[src/rtl/echo_pkg.sv]
// -----------------------------------------------------------------------------
// echo_pkg
// Shared definitions for the echo delay scheduler: sequencing states, default
// widths, the attenuation loaded at reset and the saturation limits for the
// default sample width.
// Optional build macro used by the datapath: ECHO_SATURATE_EN.
// -----------------------------------------------------------------------------
package echo_pkg;

   typedef enum logic [1:0] {
      IDLE  = 2'd0,
      READ  = 2'd1,
      MIX   = 2'd2,
      WRITE = 2'd3
   } state_t;

   localparam int DEF_DATA_W = 16;
   localparam int DEF_ADDR_W = 10;

   localparam logic [3:0] ATTEN_RST = 4'd8;

   localparam logic signed [DEF_DATA_W-1:0] SAT_MAX = {1'b0, {(DEF_DATA_W-1){1'b1}}};
   localparam logic signed [DEF_DATA_W-1:0] SAT_MIN = {1'b1, {(DEF_DATA_W-1){1'b0}}};

endpackage : echo_pkg

[src/rtl/echo_mix.sv]
// -----------------------------------------------------------------------------
// echo_mix
// Combinational echo mixer: result = dry + (tap >>> atten).
// The shift is arithmetic so negative taps decay towards -1 rather than
// turning into large positive values.
// Build macro: ECHO_SATURATE_EN
//   defined   : sum is formed DATA_W+1 bits wide and clamped to the signed
//               DATA_W range.
//   undefined : result is the low DATA_W bits of the sum (two's-complement
//               wrap).
// Ports
//   dry_i     in   DATA_W   signed dry sample
//   tap_i     in   DATA_W   signed delayed tap read from the delay line
//   atten_i   in   4        right-shift applied to the tap
//   result_o  out  DATA_W   mixed sample
// -----------------------------------------------------------------------------
module echo_mix
   import echo_pkg::*;
#(
   parameter int DATA_W = DEF_DATA_W
) (
   input  logic signed [DATA_W-1:0] dry_i,
   input  logic signed [DATA_W-1:0] tap_i,
   input  logic        [3:0]        atten_i,
   output logic signed [DATA_W-1:0] result_o
);

   logic signed [DATA_W-1:0] tap_shift;

   assign tap_shift = tap_i >>> atten_i;

`ifdef ECHO_SATURATE_EN
   localparam logic signed [DATA_W-1:0] MAX_V = {1'b0, {(DATA_W-1){1'b1}}};
   localparam logic signed [DATA_W-1:0] MIN_V = {1'b1, {(DATA_W-1){1'b0}}};

   logic signed [DATA_W:0] sum;

   assign sum = {dry_i[DATA_W-1], dry_i} + {tap_shift[DATA_W-1], tap_shift};

   // The two top bits of the widened sum disagree exactly when the true
   // result falls outside the DATA_W range; the top bit gives the direction.
   always_comb begin
      result_o = sum[DATA_W-1:0];
      if (sum[DATA_W] != sum[DATA_W-1]) begin
         result_o = sum[DATA_W] ? MIN_V : MAX_V;
      end
   end
`else
   // Low DATA_W bits of the widened sum are identical to a DATA_W-bit add.
   assign result_o = dry_i + tap_shift;
`endif

endmodule : echo_mix

[src/rtl/echo_delay_scheduler.sv]
// -----------------------------------------------------------------------------
// echo_delay_scheduler
// Sequences one echo per accepted audio sample over an external single-port
// synchronous RAM used as a circular delay line:
//   IDLE -> READ (address the tap) -> MIX (tap arrives, mix) -> WRITE
//   (store mix as feedback, present result) -> IDLE.
// Only one sample is in flight; strobes arriving while busy are dropped and
// flagged on the sticky overrun output.
// Build macro: ECHO_SATURATE_EN (clamp instead of wrap in echo_mix).
// Ports
//   clock          in   1        system clock, posedge
//   reset_n        in   1        asynchronous active-low reset
//   sample_valid   in   1        input_sample strobe
//   input_sample   in   DATA_W   signed dry sample
//   cfg_load       in   1        load cfg_delay/cfg_atten (honoured in IDLE)
//   cfg_delay      in   ADDR_W   delay length in samples, 0 treated as 1
//   cfg_atten      in   4        tap attenuation shift
//   ram_addr       out  ADDR_W   RAM address (always the delay pointer)
//   ram_we         out  1        RAM write enable, high only in WRITE
//   ram_wdata      out  DATA_W   RAM write data
//   ram_rdata      in   DATA_W   RAM read data, one cycle after address
//   output_sample  out  DATA_W   mixed sample, held until next result
//   output_valid   out  1        output_sample updated this cycle
//   overrun        out  1        sticky: strobe arrived while busy
// -----------------------------------------------------------------------------
module echo_delay_scheduler
   import echo_pkg::*;
#(
   parameter int ADDR_W = DEF_ADDR_W,
   parameter int DATA_W = DEF_DATA_W
) (
   input  logic                     clock,
   input  logic                     reset_n,
   input  logic                     sample_valid,
   input  logic signed [DATA_W-1:0] input_sample,
   input  logic                     cfg_load,
   input  logic        [ADDR_W-1:0] cfg_delay,
   input  logic        [3:0]        cfg_atten,
   output logic        [ADDR_W-1:0] ram_addr,
   output logic                     ram_we,
   output logic signed [DATA_W-1:0] ram_wdata,
   input  logic signed [DATA_W-1:0] ram_rdata,
   output logic signed [DATA_W-1:0] output_sample,
   output logic                     output_valid,
   output logic                     overrun
);

   state_t                    state_q,     state_d;
   logic        [ADDR_W-1:0]  ptr_q,       ptr_d;
   logic        [ADDR_W-1:0]  len_q,       len_d;
   logic        [3:0]         atten_q,     atten_d;
   logic signed [DATA_W-1:0]  sample_q,    sample_d;
   logic signed [DATA_W-1:0]  out_q,       out_d;
   logic                      overrun_q,   overrun_d;
   logic                      wr_q,        wr_d;

   logic signed [DATA_W-1:0]  mix_result;

   // The tap arrives from the RAM during MIX; the result is registered at the
   // MIX->WRITE edge so it is stable while output_valid and ram_we are high.
   echo_mix #(
      .DATA_W (DATA_W)
   ) u_mix (
      .dry_i    (sample_q),
      .tap_i    (ram_rdata),
      .atten_i  (atten_q),
      .result_o (mix_result)
   );

   always_comb begin
      state_d   = state_q;
      ptr_d     = ptr_q;
      len_d     = len_q;
      atten_d   = atten_q;
      sample_d  = sample_q;
      out_d     = out_q;
      overrun_d = overrun_q;

      case (state_q)
         IDLE: begin
            // A sample takes priority; a simultaneous cfg_load is dropped and
            // must be re-asserted by the requester.
            if (sample_valid) begin
               sample_d = input_sample;
               state_d  = READ;
            end else if (cfg_load) begin
               len_d     = (cfg_delay == '0) ? ADDR_W'(1) : cfg_delay;
               atten_d   = cfg_atten;
               ptr_d     = '0;
               overrun_d = 1'b0;
            end
         end
         READ: begin
            state_d = MIX;
         end
         MIX: begin
            out_d   = mix_result;
            state_d = WRITE;
         end
         WRITE: begin
            ptr_d   = (ptr_q == len_q - ADDR_W'(1)) ? '0 : ptr_q + ADDR_W'(1);
            state_d = IDLE;
         end
         default: begin
            state_d = IDLE;
         end
      endcase

      if ((state_q != IDLE) && sample_valid) begin
         overrun_d = 1'b1;
      end

      // Write strobe is registered alongside the state so both RAM write
      // enable and output_valid come straight from flops.
      wr_d = (state_d == WRITE);
   end

   always_ff @(posedge clock or negedge reset_n) begin
      if (!reset_n) begin
         state_q   <= IDLE;
         ptr_q     <= '0;
         len_q     <= ADDR_W'(1);
         atten_q   <= ATTEN_RST;
         sample_q  <= '0;
         out_q     <= '0;
         overrun_q <= 1'b0;
         wr_q      <= 1'b0;
      end else begin
         state_q   <= state_d;
         ptr_q     <= ptr_d;
         len_q     <= len_d;
         atten_q   <= atten_d;
         sample_q  <= sample_d;
         out_q     <= out_d;
         overrun_q <= overrun_d;
         wr_q      <= wr_d;
      end
   end

   assign ram_addr      = ptr_q;
   assign ram_we        = wr_q;
   assign ram_wdata     = out_q;
   assign output_sample = out_q;
   assign output_valid  = wr_q;
   assign overrun       = overrun_q;

endmodule : echo_delay_scheduler
[config.mk]
export PLATFORM = sky130hd
export DESIGN_NAME = echo_delay_scheduler
export DESIGN_NICKNAME = d
export VERILOG_FILES = /design/src/rtl/echo_pkg.sv /design/src/rtl/echo_mix.sv /design/src/rtl/echo_delay_scheduler.sv
export SDC_FILE = /design/constraint.sdc
export NUM_CORES = 1
export LEC_CHECK = 0
export BUFFER_PORTS_ARGS = -buffer_cell sky130_fd_sc_hd__buf_4
export CAP_MARGIN = 20
export CORE_UTILIZATION = 47
export DETAILED_ROUTE_END_ITERATION = 6
export GPL_ROUTABILITY_DRIVEN = 0
export PLACE_DENSITY = 0.71
export SLEW_MARGIN = 20
export SYNTH_ARGS = -nofsm -noshare
export SYNTH_HDL_FRONTEND = slang
export SYNTH_SLANG_ARGS = --single-unit
[constraint.sdc]
create_clock -name clock -period 7.2 [get_ports clock]
set_input_delay 0.36 -clock clock [delete_from_list [all_inputs] [get_ports clock]]
set_output_delay 0.36 -clock clock [all_outputs]
set_load 0.005 [all_outputs]
==> results of run 1 <==
## synthesized netlist by cell type, types with 3 or more instances
library cell and instances:
clkbuf_1 17, a21boi_0 4, a221oi_1 3, mux2i_1 19, nor3_1 15, o21a_1 9
o21ai_1 9, nor2b_1 4, buf_4 17, o31ai_1 5, nand3_1 6, a21oi_1 27
nor4b_1 3, nor4_1 4, ha_1 20, xnor2_1 12, a21o_1 5, mux2_2 43
dfrtp_1 58, o21ai_0 27, o211ai_1 4, or2_2 3, nor2_1 28, a211oi_1 5
nand2_1 42, inv_1 20, xor2_1 4
## routing by layer
layer | track usage | routed length (um)
met4 | 0.0543 | 105
met1 | 0.325 | 5020
met2 | 0.327 | 4440
met5 | 0 | 0
met3 | 0.0360 | 471
## worst max-delay path by stage
stage,from,endpoint,slack (ns),cells after the start
floorplan,atten_q[1],output_sample[12],3.74,16
global placement,atten_q[1],output_sample[14],3.53,14
detailed placement,atten_q[1],output_sample[14],3.36,14
CTS,atten_q[1],output_sample[14],3.36,14
global route,atten_q[1],output_sample[12],2.98,14
finish,atten_q[1],output_sample[12],3.36,14
## sequential cells by signal (all words and copies together), names as in the netlist
signal         flops
atten_q            4
len_q             10
output_sample     16
output_valid       1
overrun            1
ram_addr          10
sample_q          16
state_q            2
## layout make-up
type	count	area share
Clock inverter	4	0.00926
Clock buffer	12	0.0302
Multi-Input combinational cell	340	0.487
Timing Repair Buffer	95	0.139
Inverter	21	0.0154
Sequential cell	60	0.293
Tap cell	108	0.0263
## through the flow
| step | instance area [sq um] | total power [mW] |
|---|---|---|
| global placement | 4930 | 2.34 |
| global route | 5130 | 2.96 |
| detailed placement | 4930 | 2.39 |
| finish | 5130 | 2.72 |
| floorplan | 4290 | 1.95 |
| CTS | 5130 | 2.72 |
## where the power goes
group          leakage (nW)  switching [mW]  total (mW)  internal [mW]
Sequential            0.728           0.216       0.715          0.499
Combinational          1.46           0.857        1.69          0.837
Clock                 0.102           0.131       0.309          0.178
Total                  2.29            1.20        2.72           1.51
## cells by family after synthesis
kind of cell / after synthesis
simple gates: 122
compound gates: 117
mux: 64
flops: 60
buf+inv: 58
fa+ha+maj: 21
xor+xnor: 16
==> results.ini, run 1 <==
[worst_setup_path]
crit_arrival_ns=4.04
required_ns=7.40
start_kind=flip-flop
crit_fanout=21
path_cells=mux2i_1, mux2i_1, mux2_2, nand2_1, o21ai_0, ha_1, inv_1, fa_1, nor2b_1, o31ai_1, a221oi_1, o41ai_1, nor3b_1, o31ai_1
critPathBufInv=1
cp_top_family=compound AO/OA/AOI/OAI gates
r2r_start=atten_q[1]
criticalPathCategory=flip-flop to flip-flop
reg2reg_depth=14
cp_slowest_cell=dfrtp_1
reg2reg_to=output_sample[12]
endpoint_kind=flip-flop
cpPeakStageDelay_ns=0.91
rrSetupSlack_ns=3.36

[yosys]
synth_compound_area_frac=0.181
synth_top_area_cell=dfrtp_1
synth-simple-area-share=0.139
synth_top_area_share=0.338
syn_area_sq_um=4290
syn_inst=458
synth_edf_count=0
ys_seq_elements=60
async_reset_ff_frac=1.00
synth-adder-area-share=0.0630
synth_area_per_cell_sq_um=9.36
synth.top_cells.by_area=dfrtp_1 (34%), mux2_2 (11%), ha_1 (5.8%)
synth_cell_types=62
synthMuxAreaShare=0.168
synth_top_family_by_area=compound AO/OA/AOI/OAI gates
synth-xor-area-share=0.0327
ys_seq_area_frac=0.351
synthFlopType=dfrtp_1
synth.net_count=529
ys_warn_count=0

[cells_and_area]
utilization=0.586
num-fill-cells=770
drive_gt1_frac=0.316
multi_input_area_sq_um=2500
ff_latch_area_sq_um=1500
fin_nets=598
mostFrequentLayoutCells=buf_4 (95), dfrtp_1 (58), mux2_2 (43), nand2_1 (42), nor2_1 (28)
area_growth_syn_to_layout_pct=19.8
diodes=0
layout_commonest_cell=buf_4
instances_no_fill=640

[grt]
overflow=0
antenna_found_initial=0
grt_pass1_wl_um=16800
track_usage=0.217
grt_max_degree=61
grt_pass1_vias=3458

[power_and_ir_drop]
ir_drop_mv=0.209
p_leak_nw=2.29
power_density_nw_per_um2=529

[sta]
slew_headroom=0.422
clock.fmax_mhz=260
tightest_slew_ns=0.867
fin_crit_ns=3.84
fin_tns_setup_ns=0
hold_ws_ns=0.104
hold_viol_final=0
rsz0062_at_grt=no
setup_viol=0
slew_viol_final=0
skew_ns=0.00754
fin_crit_sh=0.534
setup_ws_ns=3.36

[detailed_routing]
drtPass1Iterations=4
first_iter_violations=202
routed_wl_um=10000
viasPerCell=5.69
remaining_drc_errors=0
ant_nets=0
wl_per_cell_um=15.7
via_count=3644

[clock_tree]
cts_root_buffer=clkbuf_8
path_clk_slew_ns=0.07
cts_tree=built
post_cts_buffers=0
clock-sinks=60
cts_buffer_depth=2
clk_latency_ns=0.33
ctsHoldBuffers=0
cts.htree.levels=3
numCtsBuffers=9
post_cts_resized=0

[outcome]
status=complete, no violations

[placed_design]
dpl.hpwl_um=7690
placedCellCount=624
pre_cts_slack_ns=3.36
portBuffers=94

[floorplan]
io_pins=95
start_util=0.489
die_area_sq_um=9510
die_h_um=97.5
core-area_sq_um=8760
num_rows=34
die_w_um=97.5

[run]
max_cap_viol_count=0

[hold_path]
hp-class=primary input to asynchronous set/reset pin

No activity file was read; power rests on OpenSTA's default activity.
==> run 2, diff against run 1 <==
Clock period 7.2 ns to 3.9 ns, I/O delays scaled along.
==> results.ini, run 2 (synthesis results as in run 1) <==
[cells_and_area]
diodes=0  ; unchanged
area_growth_syn_to_layout_pct=21.0  ; was 19.8%
mostFrequentLayoutCells=buf_4 (99), dfrtp_1 (58), mux2_2 (43), nand2_1 (42), nor2_1 (28)  ; was buf_4 (95), dfrtp_1 (58), mux2_2 (43), nand2_1 (42), nor2_1 (28)
num-fill-cells=773  ; was 770
layout_commonest_cell=buf_4  ; unchanged
drive_gt1_frac=0.324  ; was 0.316
fin_nets=603  ; was 598
instances_no_fill=645  ; was 640

[floorplan]
die_h_um=97.5  ; unchanged
io_pins=95  ; unchanged
core-area_sq_um=8760  ; unchanged
num_rows=34  ; unchanged
die_area_sq_um=9510  ; unchanged
start_util=0.489  ; unchanged
die_w_um=97.5  ; unchanged

[run]
max_cap_viol_count=0  ; unchanged

[worst_setup_path]
path_cells=buf_4, mux2_2, nor2_1, a21oi_1, nand2_1, o21ai_0, mux2_2, ha_1, a211oi_1, o21ai_0, o21a_1, a221oi_1, nand4b_1, o211ai_1  ; was mux2i_1, mux2i_1, mux2_2, nand2_1, o21ai_0, ha_1, inv_1, fa_1, nor2b_1, o31ai_1, a221oi_1, o41ai_1, nor3b_1, o31ai_1
criticalPathCategory=flip-flop to flip-flop  ; unchanged
cp_top_family=compound AO/OA/AOI/OAI gates  ; unchanged
startpoint=atten_q[1]  ; unchanged
reg2reg_depth=14  ; unchanged
rrSetupSlack_ns=0.45  ; was 3.36 ns
r2r_start=atten_q[1]  ; unchanged
reg2reg_to=output_sample[13]  ; was output_sample[12]
crit_arrival_ns=3.70  ; was 4.04 ns
required_ns=4.15  ; was 7.40 ns
critPathBufInv=1  ; unchanged
start_kind=flip-flop  ; unchanged
cpPeakStageDelay_ns=0.39  ; was 0.91 ns
crit_fanout=21  ; unchanged
cp_slowest_cell=mux2_2  ; was dfrtp_1
endpoint_kind=flip-flop  ; unchanged

[sta]
slew_headroom=0.476  ; was 0.422
fin_tns_setup_ns=0  ; unchanged
fin_crit_sh=0.884  ; was 0.534
tightest_slew_ns=0.784  ; was 0.867 ns
rsz0062_at_grt=no  ; unchanged
clock.fmax_mhz=290  ; was 260 MHz
setup_viol=0  ; unchanged
hold_ws_ns=0.0808  ; was 0.104 ns
fin_crit_ns=3.45  ; was 3.84 ns
hold_viol_final=0  ; unchanged
slew_viol_final=0  ; unchanged
skew_ns=0.00907  ; was 0.00754 ns

[detailed_routing]
via_count=3680  ; was 3644
viasPerCell=5.71  ; was 5.69
drtPass1Iterations=4  ; unchanged
first_iter_violations=173  ; was 202
ant_nets=0  ; unchanged
wl_per_cell_um=15.7  ; about the same
remaining_drc_errors=0  ; unchanged
routed_wl_um=10100  ; was 10000 um

[hold_path]
hold_depth=2
hp-start=input_sample[14]
holdPathEnd=sample_q[14]
hp-class=primary input to flip-flop  ; was primary input to asynchronous set/reset pin

[clock_tree]
numCtsBuffers=9  ; unchanged
clk_latency_ns=0.34  ; was 0.33 ns
cts_buffer_depth=2  ; unchanged
cts.htree.levels=3  ; unchanged
path_clk_slew_ns=0.07  ; about the same
clock-sinks=60  ; unchanged
cts_root_buffer=clkbuf_8  ; unchanged
cts_tree=built  ; unchanged

[power_and_ir_drop]
clkPwrFrac=0.114  ; about the same
power_density_nw_per_um2=978  ; was 529 nW/um^2
p_leak_nw=2.31  ; was 2.29 nW
swShare=0.443  ; about the same
p_switching_mw=2.24  ; was 1.20 mW
ir_drop_mv=0.410  ; was 0.209 mV
p_seq_frac=0.243  ; was 0.263
p_total_mw=5.07  ; was 2.72 mW
intPower_mw=2.83  ; was 1.51 mW
comb_power_share=0.643  ; was 0.623

[outcome]
status=complete, no violations  ; unchanged

[grt]
antenna_found_initial=0  ; unchanged
overflow=0  ; unchanged
grt_max_degree=61  ; unchanged
grt_pass1_vias=3441  ; was 3458
grt_pass1_wl_um=16600  ; was 16800 um
track_usage=0.219  ; was 0.217

[placed_design]
placedCellCount=628  ; was 624
portBuffers=94  ; unchanged
dpl.hpwl_um=7710  ; was 7690 um

run 2: cell types whose count changed in the layout (fill, tap and decap cells not counted):
cell           delta
buf_4             +4
a221oi_1          -1
a221oi_2          +1
dlygate4sd3_1     +1
o31ai_1           -1
o31ai_2           +1
run 2: power by group through the flow:
stage / logic (mW) / clock network [mW] / registers (mW)
floorplan: 2.48 / 0 / 1.12
finish: 3.26 / 0.576 / 1.23
detailed placement: 3.19 / 0 / 1.24
global placement: 3.12 / 0 / 1.22
global route: 3.60 / 0.622 / 1.29
CTS: 3.22 / 0.588 / 1.23
run 2: through the flow:
stage | cell area, sq um | setup WS, ns | utilization
3_5_place_dp | 4960 | 0.355 | 0.566
5_1_grt | 5190 | 0.152 | 0.592
6_report | 5190 | 0.453 | 0.592
4_1_cts | 5170 | 0.341 | 0.591
2_1_floorplan | 4290 | 0.439 | -
3_3_place_gp | 4960 | 0.563 | 0.566
run 2: repair_timing:
item                                    4_1_cts  5_1_grt
hold buffers                                  1        0
endpoints found under the setup margin        0        1
endpoints found under the hold margin        58        0
gates resized for setup                       0        2
setup buffers                                 0        0
run 2: area by class of cell:
| type | count | area (sq um) | area share |
|---|---|---|---|
| multi-input combinational | 340 | 2510 | 0.484 |
| sequential | 60 | 1500 | 0.290 |
| timing repair buffer | 100 | 753 | 0.145 |
| clock buffer | 12 | 155 | 0.0299 |
| tap | 108 | 135 | 0.0261 |
| inverter | 21 | 78.8 | 0.0152 |
| clock inverter | 4 | 47.5 | 0.00917 |
run 2: how the worst max path moves through the flow:
stage,endpoint,slack [ns],cells past startpoint
CTS,output_sample[14],0.34,15
global route,output_sample[12],0.15,15
finish,output_sample[13],0.45,14
floorplan,output_sample[12],0.44,16
detailed placement,output_sample[14],0.36,15
global placement,output_sample[14],0.56,15
run 2: routing by layer:
metal / vias to the layer above / GRT usage / share of wire
met5: - / 0 / 0
met4: 0 / 0.0837 / 0.013
met3: 12 / 0.0331 / 0.047
met2: 106 / 0.327 / 0.44
met1: 1775 / 0.318 / 0.50
li1: 1787 / - / -
